<file path="src/rtl/mips_mc_controller.sv">
// -----------------------------------------------------------------------------
// mips_mc_controller
//
// Main control FSM for a multi-cycle MIPS datapath. Sequences each instruction
// through FETCH / DECODE and an opcode-specific tail (LW, SW, R-type, BEQ,
// ADDI, J), driving datapath mux selects and write enables from the current
// state. Unsupported opcodes park the FSM in HALT with a sticky illegal flag
// until reset.
//
// Build option:
//   MIPS_MC_MEM_STALL_EN - when defined, FETCH, MEMRD and MEMWR wait for
//                          mem_ready=1; pc_en in FETCH and retire in MEMWR are
//                          qualified by mem_ready. When undefined, mem_ready
//                          is ignored and every memory state lasts one cycle.
//
// Ports:
//   clk        in   1  clock, all state changes on rising edge
//   rst        in   1  synchronous active-high reset
//   opcode     in   6  instr[31:26] from the instruction register
//   zero       in   1  ALU zero flag (gates pc_en in BRANCH)
//   mem_ready  in   1  memory access-complete strobe
//   iord, ir_write, mem_read, mem_write, reg_write, reg_dst, mem_to_reg,
//   alu_src_a  out  1  datapath mux selects / enables
//   alu_src_b  out  2  ALU B operand select
//   pc_src     out  2  next-PC select
//   alu_op     out  2  00 ADD, 01 SUB, 10 funct-decoded
//   pc_en      out  1  PC load enable
//   retire     out  1  one-cycle pulse when an instruction completes
//   illegal    out  1  sticky unsupported-opcode flag
//   state      out  4  current FSM state (debug)
// -----------------------------------------------------------------------------
module mips_mc_controller (
  input  logic       clk,
  input  logic       rst,
  input  logic [5:0] opcode,
  input  logic       zero,
  input  logic       mem_ready,
  output logic       iord,
  output logic       ir_write,
  output logic       mem_read,
  output logic       mem_write,
  output logic       reg_write,
  output logic       reg_dst,
  output logic       mem_to_reg,
  output logic       alu_src_a,
  output logic [1:0] alu_src_b,
  output logic [1:0] pc_src,
  output logic [1:0] alu_op,
  output logic       pc_en,
  output logic       retire,
  output logic       illegal,
  output logic [3:0] state
);

  typedef enum logic [3:0] {
    S_FETCH  = 4'd0,
    S_DECODE = 4'd1,
    S_MEMADR = 4'd2,
    S_MEMRD  = 4'd3,
    S_MEMWB  = 4'd4,
    S_MEMWR  = 4'd5,
    S_EXEC   = 4'd6,
    S_ALUWB  = 4'd7,
    S_BRANCH = 4'd8,
    S_ADDIEX = 4'd9,
    S_ADDIWB = 4'd10,
    S_JUMP   = 4'd11,
    S_HALT   = 4'd12
  } state_t;

  typedef struct packed {
    logic       iord;
    logic       ir_write;
    logic       mem_read;
    logic       mem_write;
    logic       reg_write;
    logic       reg_dst;
    logic       mem_to_reg;
    logic       alu_src_a;
    logic [1:0] alu_src_b;
    logic [1:0] pc_src;
    logic [1:0] alu_op;
    logic       pc_en;
    logic       retire;
  } ctrl_t;

  localparam logic [5:0] OP_RTYPE = 6'h00;
  localparam logic [5:0] OP_J     = 6'h02;
  localparam logic [5:0] OP_BEQ   = 6'h04;
  localparam logic [5:0] OP_ADDI  = 6'h08;
  localparam logic [5:0] OP_LW    = 6'h23;
  localparam logic [5:0] OP_SW    = 6'h2B;

  state_t r_state;
  ctrl_t  r_ctrl;
  logic   r_illegal;
  state_t w_next_state;
  logic   w_mem_ok;

  // Moore output table; BRANCH pc_en is left 0 here because it comes from zero.
  function automatic ctrl_t decode_ctrl(input state_t s);
    ctrl_t c;
    c = '0;
    case (s)
      S_FETCH: begin
        c.mem_read  = 1'b1;
        c.ir_write  = 1'b1;
        c.alu_src_b = 2'b01;
        c.pc_en     = 1'b1;
      end
      S_DECODE: c.alu_src_b = 2'b11;
      S_MEMADR: begin
        c.alu_src_a = 1'b1;
        c.alu_src_b = 2'b10;
      end
      S_MEMRD: begin
        c.iord     = 1'b1;
        c.mem_read = 1'b1;
      end
      S_MEMWB: begin
        c.reg_write  = 1'b1;
        c.mem_to_reg = 1'b1;
        c.retire     = 1'b1;
      end
      S_MEMWR: begin
        c.iord      = 1'b1;
        c.mem_write = 1'b1;
        c.retire    = 1'b1;
      end
      S_EXEC: begin
        c.alu_src_a = 1'b1;
        c.alu_op    = 2'b10;
      end
      S_ALUWB: begin
        c.reg_write = 1'b1;
        c.reg_dst   = 1'b1;
        c.retire    = 1'b1;
      end
      S_BRANCH: begin
        c.alu_src_a = 1'b1;
        c.alu_op    = 2'b01;
        c.pc_src    = 2'b01;
        c.retire    = 1'b1;
      end
      S_ADDIEX: begin
        c.alu_src_a = 1'b1;
        c.alu_src_b = 2'b10;
      end
      S_ADDIWB: begin
        c.reg_write = 1'b1;
        c.retire    = 1'b1;
      end
      S_JUMP: begin
        c.pc_src = 2'b10;
        c.pc_en  = 1'b1;
        c.retire = 1'b1;
      end
      S_HALT:  c = '0;
      default: c = '0;
    endcase
    return c;
  endfunction

`ifdef MIPS_MC_MEM_STALL_EN
  assign w_mem_ok = mem_ready;
`else
  // Memory is assumed single-cycle; the strobe is deliberately unused.
  logic w_unused_mem_ready;
  assign w_unused_mem_ready = mem_ready;
  assign w_mem_ok           = 1'b1;
`endif

  // Next-state selection from current state, opcode and memory handshake.
  always_comb begin
    w_next_state = S_FETCH;
    case (r_state)
      S_FETCH:  w_next_state = w_mem_ok ? S_DECODE : S_FETCH;
      S_DECODE: begin
        case (opcode)
          OP_LW, OP_SW: w_next_state = S_MEMADR;
          OP_RTYPE:     w_next_state = S_EXEC;
          OP_BEQ:       w_next_state = S_BRANCH;
          OP_ADDI:      w_next_state = S_ADDIEX;
          OP_J:         w_next_state = S_JUMP;
          default:      w_next_state = S_HALT;
        endcase
      end
      // Opcode is still held in the IR here, so it selects load vs. store.
      S_MEMADR: begin
        if (opcode == OP_SW) begin
          w_next_state = S_MEMWR;
        end else begin
          w_next_state = S_MEMRD;
        end
      end
      S_MEMRD:  w_next_state = w_mem_ok ? S_MEMWB : S_MEMRD;
      S_MEMWB:  w_next_state = S_FETCH;
      S_MEMWR:  w_next_state = w_mem_ok ? S_FETCH : S_MEMWR;
      S_EXEC:   w_next_state = S_ALUWB;
      S_ALUWB:  w_next_state = S_FETCH;
      S_BRANCH: w_next_state = S_FETCH;
      S_ADDIEX: w_next_state = S_ADDIWB;
      S_ADDIWB: w_next_state = S_FETCH;
      S_JUMP:   w_next_state = S_FETCH;
      S_HALT:   w_next_state = S_HALT;
      default:  w_next_state = S_FETCH;
    endcase
  end

  // State register with outputs pre-decoded from the next state, so each
  // output register holds exactly the Moore value of the state it accompanies.
  always_ff @(posedge clk) begin
    if (rst) begin
      r_state   <= S_FETCH;
      r_ctrl    <= decode_ctrl(S_FETCH);
      r_illegal <= 1'b0;
    end else begin
      r_state   <= w_next_state;
      r_ctrl    <= decode_ctrl(w_next_state);
      r_illegal <= r_illegal |
                   ((r_state == S_DECODE) && (w_next_state == S_HALT));
    end
  end

  assign iord       = r_ctrl.iord;
  assign ir_write   = r_ctrl.ir_write;
  assign mem_read   = r_ctrl.mem_read;
  assign mem_write  = r_ctrl.mem_write;
  assign reg_write  = r_ctrl.reg_write;
  assign reg_dst    = r_ctrl.reg_dst;
  assign mem_to_reg = r_ctrl.mem_to_reg;
  assign alu_src_a  = r_ctrl.alu_src_a;
  assign alu_src_b  = r_ctrl.alu_src_b;
  assign pc_src     = r_ctrl.pc_src;
  assign alu_op     = r_ctrl.alu_op;
  assign illegal    = r_illegal;
  assign state      = r_state;

  // BRANCH takes the branch only when the ALU compare hit; FETCH only advances
  // the PC on the cycle memory actually delivers the instruction.
  assign pc_en  = (r_state == S_BRANCH) ? zero
                : (r_ctrl.pc_en & ((r_state != S_FETCH) | w_mem_ok));

  // A stalled store completes (and retires) only on its mem_ready cycle.
  assign retire = r_ctrl.retire & ((r_state != S_MEMWR) | w_mem_ok);

endmodule

</file>
<file path="config.mk">
export PLATFORM = sky130hd
export DESIGN_NAME = mips_mc_controller
export DESIGN_NICKNAME = d
export VERILOG_FILES = /design/src/rtl/mips_mc_controller.sv
export SDC_FILE = /design/constraint.sdc
export NUM_CORES = 1
export LEC_CHECK = 0
export ABC_CLOCK_PERIOD_IN_PS = 3650
export BUFFER_PORTS_ARGS = -buffer_cell sky130_fd_sc_hd__buf_2
export CORE_ASPECT_RATIO = 1.25
export CORE_MARGIN = 5
export CORE_UTILIZATION = 52
export DETAILED_ROUTE_END_ITERATION = 10
export GPL_TIMING_DRIVEN = 0
export PLACE_DENSITY = 0.81
export SETUP_SLACK_MARGIN = 0.15
export SLEW_MARGIN = 20
export SYNTH_ARGS = -nofsm -noshare
export SYNTH_HDL_FRONTEND = slang
export SYNTH_SLANG_ARGS = --single-unit
</file>
<file path="constraint.sdc">
create_clock -name clk -period 3.65 [get_ports clk]
set_clock_uncertainty 0.15 [all_clocks]
set_input_delay 0.73 -clock clk [delete_from_list [all_inputs] [get_ports clk]]
set_output_delay 0.73 -clock clk [all_outputs]
set_load 0.1 [all_outputs]
</file>
Word-level counts from Yosys, hierarchy flattened
Cells that the tools add are included.
- register bits: 21
- input bits: 10
- output and inout port bits: 21
- word-level logic and storage cells: 69
- equality and inequality tests: 24
- muxes and demuxes: 17
- bitwise logic cells: 1
- reductions and logical operators: 12
- operators with widths (cell ; count):
    4-bit == test, second input constant ; 8
    4-bit case mux with 7 select lines ; 1
    4-bit by 3-bit == test with 1-bit output, second input constant ; 5
    4-bit case mux with 5 select lines ; 1
    4-bit by 2-bit == test with 1-bit output, second input constant ; 4
    6-bit == test, second input constant ; 2
    1-bit 2-to-1 mux ; 11
    2-bit OR reduction ; 5
    4-bit by 1-bit == test with 1-bit output, second input constant ; 2
    4-bit logical NOT ; 2
    2-bit case mux with 2 select lines ; 2
    6-bit by 2-bit == test with 1-bit output, second input constant ; 1
    6-bit by 3-bit == test with 1-bit output, second input constant ; 1
    6-bit by 4-bit == test with 1-bit output, second input constant ; 1
    6-bit logical NOT ; 1
    2-bit case mux with 3 select lines ; 1
    6-bit OR reduction ; 1
    4-bit OR reduction ; 1
    3-bit 2-to-1 mux ; 1
    3-bit OR reduction ; 1
    1-bit logical AND ; 1
    1-bit OR ; 1

Logic depth before layout (Yosys ltp)
Gate-level depths: netlist (run 1).
- depth after elaboration: 7
- mapped depth: 8
- gate-level depth less buffers: 6

Worst setup path before layout (run 1)
OpenSTA, ideal clock, no wires.
- path type: flip-flop to output port
- from: register r_state[3], in the netlist state[3]
- to: output port pc_en
- arrival time: 2090 ps
- data required time: 2770 ps
- path slack: 680 ps
- cell stages (with the launch flop): 4
- path buffers: 1
- path through: dfxtp_1 buf_2 nor4b_1 mux2_2
- word-level cells in the longest chain between the ends: 2
- RTL lines (what ; RTL line ; RTL):
    from (decl) ; 94 ; state_t r_state;
    from (signal assigned) ; 218 ; r_state <= w_next_state;
    4-bit == test ; 241 ; assign pc_en = (r_state == S_BRANCH) ? zero
    1-bit 2-to-1 mux ; 241 ;
    to (decl) ; 49 ; output logic pc_en,
No other way between the ends.

Worst setup path after layout (run 1)
Ends and elaborated chain as after synthesis.

==> results of run 1 <==
stage by stage:
stage	setup WS, ps	std cells	power [mW]
global placement	855	159	0.781
global route	781	163	1.01
floorplan	680	111	0.713
detailed placement	841	159	0.791
CTS	928	163	0.969
finish	928	163	0.968
worst paths after layout:
check | start | endpoint | depth (start not counted) | slack, ps
max | state[3]$_SDFF_PP0_ | pc_en | 4 | 930
min | illegal$_SDFF_PP0_ | illegal$_SDFF_PP0_ | 2 | 310
max reg2reg | state[0]$_SDFF_PP0_ | mem_read$_SDFF_PP1_ | 7 | 1350
min reg2reg | illegal$_SDFF_PP0_ | illegal$_SDFF_PP0_ | 2 | 310
synth_stat cells (2+ instances only):
cell,number
sky130_fd_sc_hd__o22a_1,3
sky130_fd_sc_hd__nand2_1,5
sky130_fd_sc_hd__a21oi_1,9
sky130_fd_sc_hd__nor2_1,8
sky130_fd_sc_hd__and3_1,4
sky130_fd_sc_hd__clkbuf_1,3
sky130_fd_sc_hd__dfxtp_1,20
sky130_fd_sc_hd__or4_1,3
sky130_fd_sc_hd__xnor2_1,2
sky130_fd_sc_hd__nor4b_1,3
sky130_fd_sc_hd__nand2b_1,3
sky130_fd_sc_hd__or3_1,4
sky130_fd_sc_hd__nand3_1,3
sky130_fd_sc_hd__nor2b_1,2
sky130_fd_sc_hd__and2_1,2
sky130_fd_sc_hd__nor3_1,4
sky130_fd_sc_hd__inv_1,4
sky130_fd_sc_hd__buf_4,6
sky130_fd_sc_hd__o21bai_1,2
sky130_fd_sc_hd__buf_2,2
cell type report:
class                      count  area, um2
buffer                        12       77.6
clock buffer                   3       22.5
clock inverter                 1       30.0
fill                         173        587
inverter                       4       15.0
multi-input combinational     75        485
sequential                    20        400
tap                           19       23.8
timing repair buffer          29        145
worst reg2reg max path, cell delays in order, from the launching register on:
cell	delay, ps
sky130_fd_sc_hd__dfxtp_1	520
sky130_fd_sc_hd__and2b_1	250
sky130_fd_sc_hd__nand3_1	90
sky130_fd_sc_hd__a21oi_1	240
sky130_fd_sc_hd__clkbuf_1	370
sky130_fd_sc_hd__nor2_1	140
sky130_fd_sc_hd__a31o_2	270
sky130_fd_sc_hd__o21bai_1	150
cell families after synthesis:
family                 after synthesis
AO/OA/AOI/OAI                       26
XOR/XNOR                             2
buffers and inverters               16
flip-flops                          20
multiplexers                         2
AND/OR/NAND/NOR                     45
power by group:
| group | total (mW) | switching [mW] | internal, mW |
|---|---|---|---|
| clock network | 0.179 | 0.0682 | 0.111 |
| registers | 0.273 | 0.0202 | 0.253 |
| logic | 0.516 | 0.398 | 0.118 |
routing by layer:
| layer | routed length (um) | track usage, % | vias to the layer above |
|---|---|---|---|
| met5 | 0 | 0 | - |
| met4 | 49 | 8.85 | 0 |
| met3 | 111 | 2.53 | 6 |
| met2 | 1180 | 29.9 | 29 |
| met1 | 863 | 16.1 | 437 |
| li1 | - | - | 458 |
==> results.md, run 1 <==
- Outcome: complete, no violations
- Pins Over Slew Limit: 0
- Final antenna diode count: 0
- Boundary pin count: 31
- CTS tree: done
- Nets in the synthesized netlist: 121
- Site row count: 17
- CTS H-tree lvls: 1
- Highest Clock Rate: 367 MHz
- Yosys top cell by area: sky130_fd_sc_hd__dfxtp_1
- Worst Setup Start Kind: register
- Number of port buffers: 29
- Layout cell share with drive strength beyond 1: 32.6%
- Unrepaired setup endpoints after global routing: no
- Worst vdd ir: 0.411 mV
- Most frequent CP cell: sky130_fd_sc_hd__buf_2
- Antenna viol nets, final: 0
- Cell at the slowest stage of the critical path: sky130_fd_sc_hd__mux2_2
- Leakage: 0.554 nW
- Transition time of the tightest slew-check pin: 492 ps
- Core box area: 1790 um2
- Cell area power density: 807 nW/um2
- Global-route wire length before repair: 3.68 mm
- Simple-gate share of the synthesized area: 26.5%
- Cell family with most CP delay: buffers and inverters
- CP arrival: 1840 ps
- Largest cells by area after synthesis: sky130_fd_sc_hd__dfxtp_1, sky130_fd_sc_hd__a21oi_1, sky130_fd_sc_hd__buf_4
- Total gr overflow: 0
- XOR/XNOR share of the synthesized area: 1.79%
- Dominant combinational cell family by area after synthesis: simple AND/OR/NAND/NOR gates
- Required time of the critical path: 2770 ps
- Max Buffers Root-to-Sink: 2
- CP peak stage delay: 370 ps
- Dominant register cell in the synthesized netlist: sky130_fd_sc_hd__dfxtp_1
- HPWL Detailed: 1.73 mm
- Total Negative Setup Slacks: 0 ps
- Final period demand of the worst path: 2720 ps
- Post-route cell area: 1200 um2
- Post-route DRC violation count: 0
- Count of cells resized by post-cts repair: 0
- Slew Limit Headroom: 67.4%
- Most frequent cells in the layout: sky130_fd_sc_hd__buf_2, sky130_fd_sc_hd__dfxtp_1, sky130_fd_sc_hd__a21oi_1, sky130_fd_sc_hd__nor2_1, sky130_fd_sc_hd__buf_4
- Maximum number of pins on one net before global-route repair: 13
- Period Utilization, post-route: 74.6%
- Insertion delay to the later sink of the worst-skew pair: 300 ps
- All-Layer GR Usage: 15.7%
- Max-cap violations: 0
- Number of clock buffers inserted by TritonCTS: 3
- Final weighted congestion in routability-driven placement: 0.790
- Number of buffers and inverters on the critical path: 2
- Class of the most critical setup path: register to output pin
- Post-synthesis share of cell area spent on full adders, half adders and majority gates: 0%
- Post-Route WL: 2.20 mm
- Post-Syn Area per Cell: 8.81 um2
- Share of synthesized area occupied by flip-flops and latches: 40.9%
- Flip-flop and latch count after synthesis: 20
- Syn Std Cell Area: 978 um2
- Area fraction of the dominant cell type after synthesis: 40.9%
- Cell Area, Placed: 1150 um2
- EDFF count, synth: 0
- Width of the chip: 48.8 um
- Worst hold path type: register to register
- Unique masters post-synth: 39
- Routed len/inst: 13.5 um
- Clock sink count: 20
- Total Die Area: 2850 um2
- Number of standard cells after synthesis: 111
- Initial DRT Pass Iterations: 4
- Final hold slack: 306 ps
- Count of buffers added by post-CTS timing repair for setup: 0
- Asr flop ratio synth: 0%
- Share of cell area taken by muxes after synthesis: 2.17%
- Ys Warns: 0
- Initial core utilization: 54.8%
- Maximum fanout along the worst path: 10
- Routed via count divided by cell count: 5.71
- Layout overhead on the synthesized area: 22.6%
- Vertical die dimension: 58.5 um
- Number of endpoints failing setup at the final stage: 0
- Crit-path cells: buf_2 > nor4b_1 > mux2_2 > buf_2
- Flip-flop count of the largest register after layout: 4
- Antenna violations before repair: 0
- Most common cell after layout, fill and taps aside: sky130_fd_sc_hd__buf_2
- Clk pin slew, worst setup/hold paths: 110 ps
- Type of destination of the critical path: output pin
- Number of global-route vias before repair: 899
- Final Core Density: 67.2%
- Via count of the routed design: 930
- Complex-gate fraction of the synthesized area: 19.2%
- Total number of nets in the final design: 155
- Number of DRC violations after detailed-routing iteration 0: 13
- Hold Vio Cnt, Final: 0
- Post-CTS Hold Fix Bufs: 0
- Clock Root Buffer: sky130_fd_sc_hd__clkbuf_4
(Power assumes the default switching activity.)
==> run 2, diff against run 1 <==
ABC_CLOCK_PERIOD_IN_PS = 2600   (was 3650)
CORE_UTILIZATION = 49   (was 52)
PLACE_DENSITY = 0.77   (was 0.81)
clock period = 2.6 ns   (was 3.65 ns; I/O delays follow)
==> run 2 against run 1 <==
- via count shrank 2.6%
- critical path depth is the same
- clock power increased by 40%
- first-iteration DRC count is 92% higher
- wire length shrank 5.1%
- flip-flop and latch count unchanged
- hold slack worse by 9.2 ps
- combinational power increased by 41%
- register-to-register slack got worse by 960 ps
- largest cell class unchanged
==> results.md, run 2 (same netlist as run 1, synthesis figures left out) <==
- Class of the most critical setup path: register to output pin
- Global-route wire length before repair: 3.31 mm (-10%)
- Post-Route WL: 2.09 mm (-5.1%)
- Clock sink count: 20 (unchanged)
- Post-route cell area: 1220 um2 (+2.0%)
- Most frequent cells in the layout: sky130_fd_sc_hd__buf_2, sky130_fd_sc_hd__dfxtp_1, sky130_fd_sc_hd__a21oi_1, sky130_fd_sc_hd__nor2_1, sky130_fd_sc_hd__buf_4
- Site row count: 18 (+1)
- Worst Setup Start Kind: register
- Final period demand of the worst path: 2310 ps
- Maximum number of pins on one net before global-route repair: 13 (unchanged)
- Number of port buffers: 29 (unchanged)
- Cell at the slowest stage of the critical path: sky130_fd_sc_hd__mux2_2
- Antenna viol nets, final: 0 (unchanged)
- Post-route DRC violation count: 0 (unchanged)
- Layout overhead on the synthesized area: 25.1%
- Dpl ws: 23.5 ps (-818 ps)
- Clk pin slew, worst setup/hold paths: 100 ps (about the same)
- Routed len/inst: 12.7 um (-5.7%)
- Core box area: 1940 um2 (+8.4%)
- Placed Cells incl. Taps: 160 (+0.63%)
- Insertion delay to the later sink of the worst-skew pair: 310 ps (about the same)
- HPWL Detailed: 1.60 mm (-7.3%)
- CP arrival: 1640 ps (-200 ps)
- Filler cell count: 179 (+3.5%)
- Clock Root Buffer: sky130_fd_sc_hd__clkbuf_4
- Final antenna diode count: 0 (unchanged)
- Number of buffers and inverters on the critical path: 2 (unchanged)
- Worst vdd ir: 0.588 mV (+43%)
- Via count of the routed design: 906 (-2.6%)
- CP peak stage delay: 350 ps (-20 ps)
- Cell family with most CP delay: buffers and inverters
- Max Buffers Root-to-Sink: 2 (unchanged)
- Count of buffers added by post-CTS timing repair for setup: 0 (unchanged)
- Initial DRT Pass Iterations: 4 (unchanged)
- Antenna violations before repair: 0 (unchanged)
- Worst hold path type: register to register
- Leakage: 0.560 nW (+1.2%)
- Cell area power density: 1120 nW/um2 (+38%)
- Slew Limit Headroom: 67.6% (+0.21 points)
- Unrepaired setup endpoints after global routing: no
- Total number of nets in the final design: 155 (unchanged)
- Number of global-route vias before repair: 766 (-15%)
- CTS H-tree lvls: 1 (unchanged)
- Type of destination of the critical path: output pin
- Most common cell after layout, fill and taps aside: sky130_fd_sc_hd__buf_2
- Vertical die dimension: 60.0 um (+2.5%)
- Final hold slack: 297 ps (-9.18 ps)
- Cell Area, Placed: 1150 um2 (+0.55%)
- Initial core utilization: 50.5% (-4.2 points)
- Crit-path cells: buf_2 > nor4b_4 > mux2_2 > buf_4
- Final worst-path setup slack: 295 ps (-633 ps)
- Boundary pin count: 31 (unchanged)
- Number of DRC violations after detailed-routing iteration 0: 25 (+12)
- Total gr overflow: 0 (unchanged)
- Required time of the critical path: 1930 ps (-840 ps)
- Max-cap violations: 0 (unchanged)
- Period Utilization, post-route: 88.7%
- Flip-flop count of the largest register after layout: 4 (unchanged)
- Transition time of the tightest slew-check pin: 489 ps (-3.24 ps)
- CTS tree: done
- Layout cell share with drive strength beyond 1: 36.1% (+3.5 points)
- All-Layer GR Usage: 14.2% (-1.5 points)
- Total Negative Setup Slacks: 0 ps (unchanged)
- Maximum fanout along the worst path: 10 (unchanged)
- PnR Total Power: 1.37 mW (+41%)
- Number of endpoints failing setup at the final stage: 0 (unchanged)
- Layout Cells excl Fill: 164 (+0.61%)
- Pins Over Slew Limit: 0 (unchanged)
- Highest Clock Rate: 434 MHz
- Final Core Density: 63.2% (-4.0 points)
- Total Die Area: 3000 um2 (+5.0%)
- Number of clock buffers inserted by TritonCTS: 3 (unchanged)
- Routed via count divided by cell count: 5.52 (-3.2%)
- Final weighted congestion in routability-driven placement: 0.744 (-5.8%)
- Hold Vio Cnt, Final: 0 (unchanged)
- Outcome: complete, no violations
- Width of the chip: 50.0 um (+2.4%)
## run 2: cell counts in the layout (fill, tap and decap cells not counted)
No cell type changed its count.
## run 2: what timing repair did
item,4_1_cts,5_1_grt
hold buffers,0,0
endpoints found under the setup margin,1,1
pin swaps,0,0
gates resized for setup,1,3
## run 2: power by group
group / switching, mW / internal, mW
sequential: 0.0306 / 0.358
combinational: 0.553 / 0.173
clock: 0.0949 / 0.156
## run 2: layout make-up
| type | instances | area, um2 | share of cell area (%) |
|---|---|---|---|
| multi-input cells | 75 | 500 | 40.9 |
| well taps | 20 | 25.0 | 2.04 |
| plain buffers | 12 | 77.6 | 6.34 |
| flip-flops and latches | 20 | 405 | 33.1 |
| clock inverters | 1 | 30.0 | 2.45 |
| inverters | 4 | 15.0 | 1.23 |
| clock buffers | 3 | 22.5 | 1.84 |
| repair buffers | 29 | 148 | 12.1 |
## run 2: per-layer routing
| metal | part of all wire (%) | wire, um | global-route usage (%) |
|---|---|---|---|
| met1 | 44 | 914 | 17.4 |
| met2 | 48 | 1000 | 23.1 |
| met3 | 5.7 | 119 | 1.75 |
| met4 | 2.5 | 53 | 9.36 |
| met5 | 0 | 0 | 0 |
## run 2: path summary, 6_finish.rpt
kind / slack (ps) / end / start / cells past startpoint
worst min register to register: 300 / illegal$_SDFF_PP0_ / illegal$_SDFF_PP0_ / 2
worst min-delay path: 300 / illegal$_SDFF_PP0_ / illegal$_SDFF_PP0_ / 2
worst max-delay path: 290 / pc_en / state[3]$_SDFF_PP0_ / 4
worst max register to register: 390 / mem_read$_SDFF_PP1_ / state[3]$_SDFF_PP0_ / 8
## run 2: tightest hold or removal path, cell delays in order (launching register included)
cell and delay (ps):
sky130_fd_sc_hd__dfxtp_1 320, sky130_fd_sc_hd__inv_1 40, sky130_fd_sc_hd__a21oi_1 50
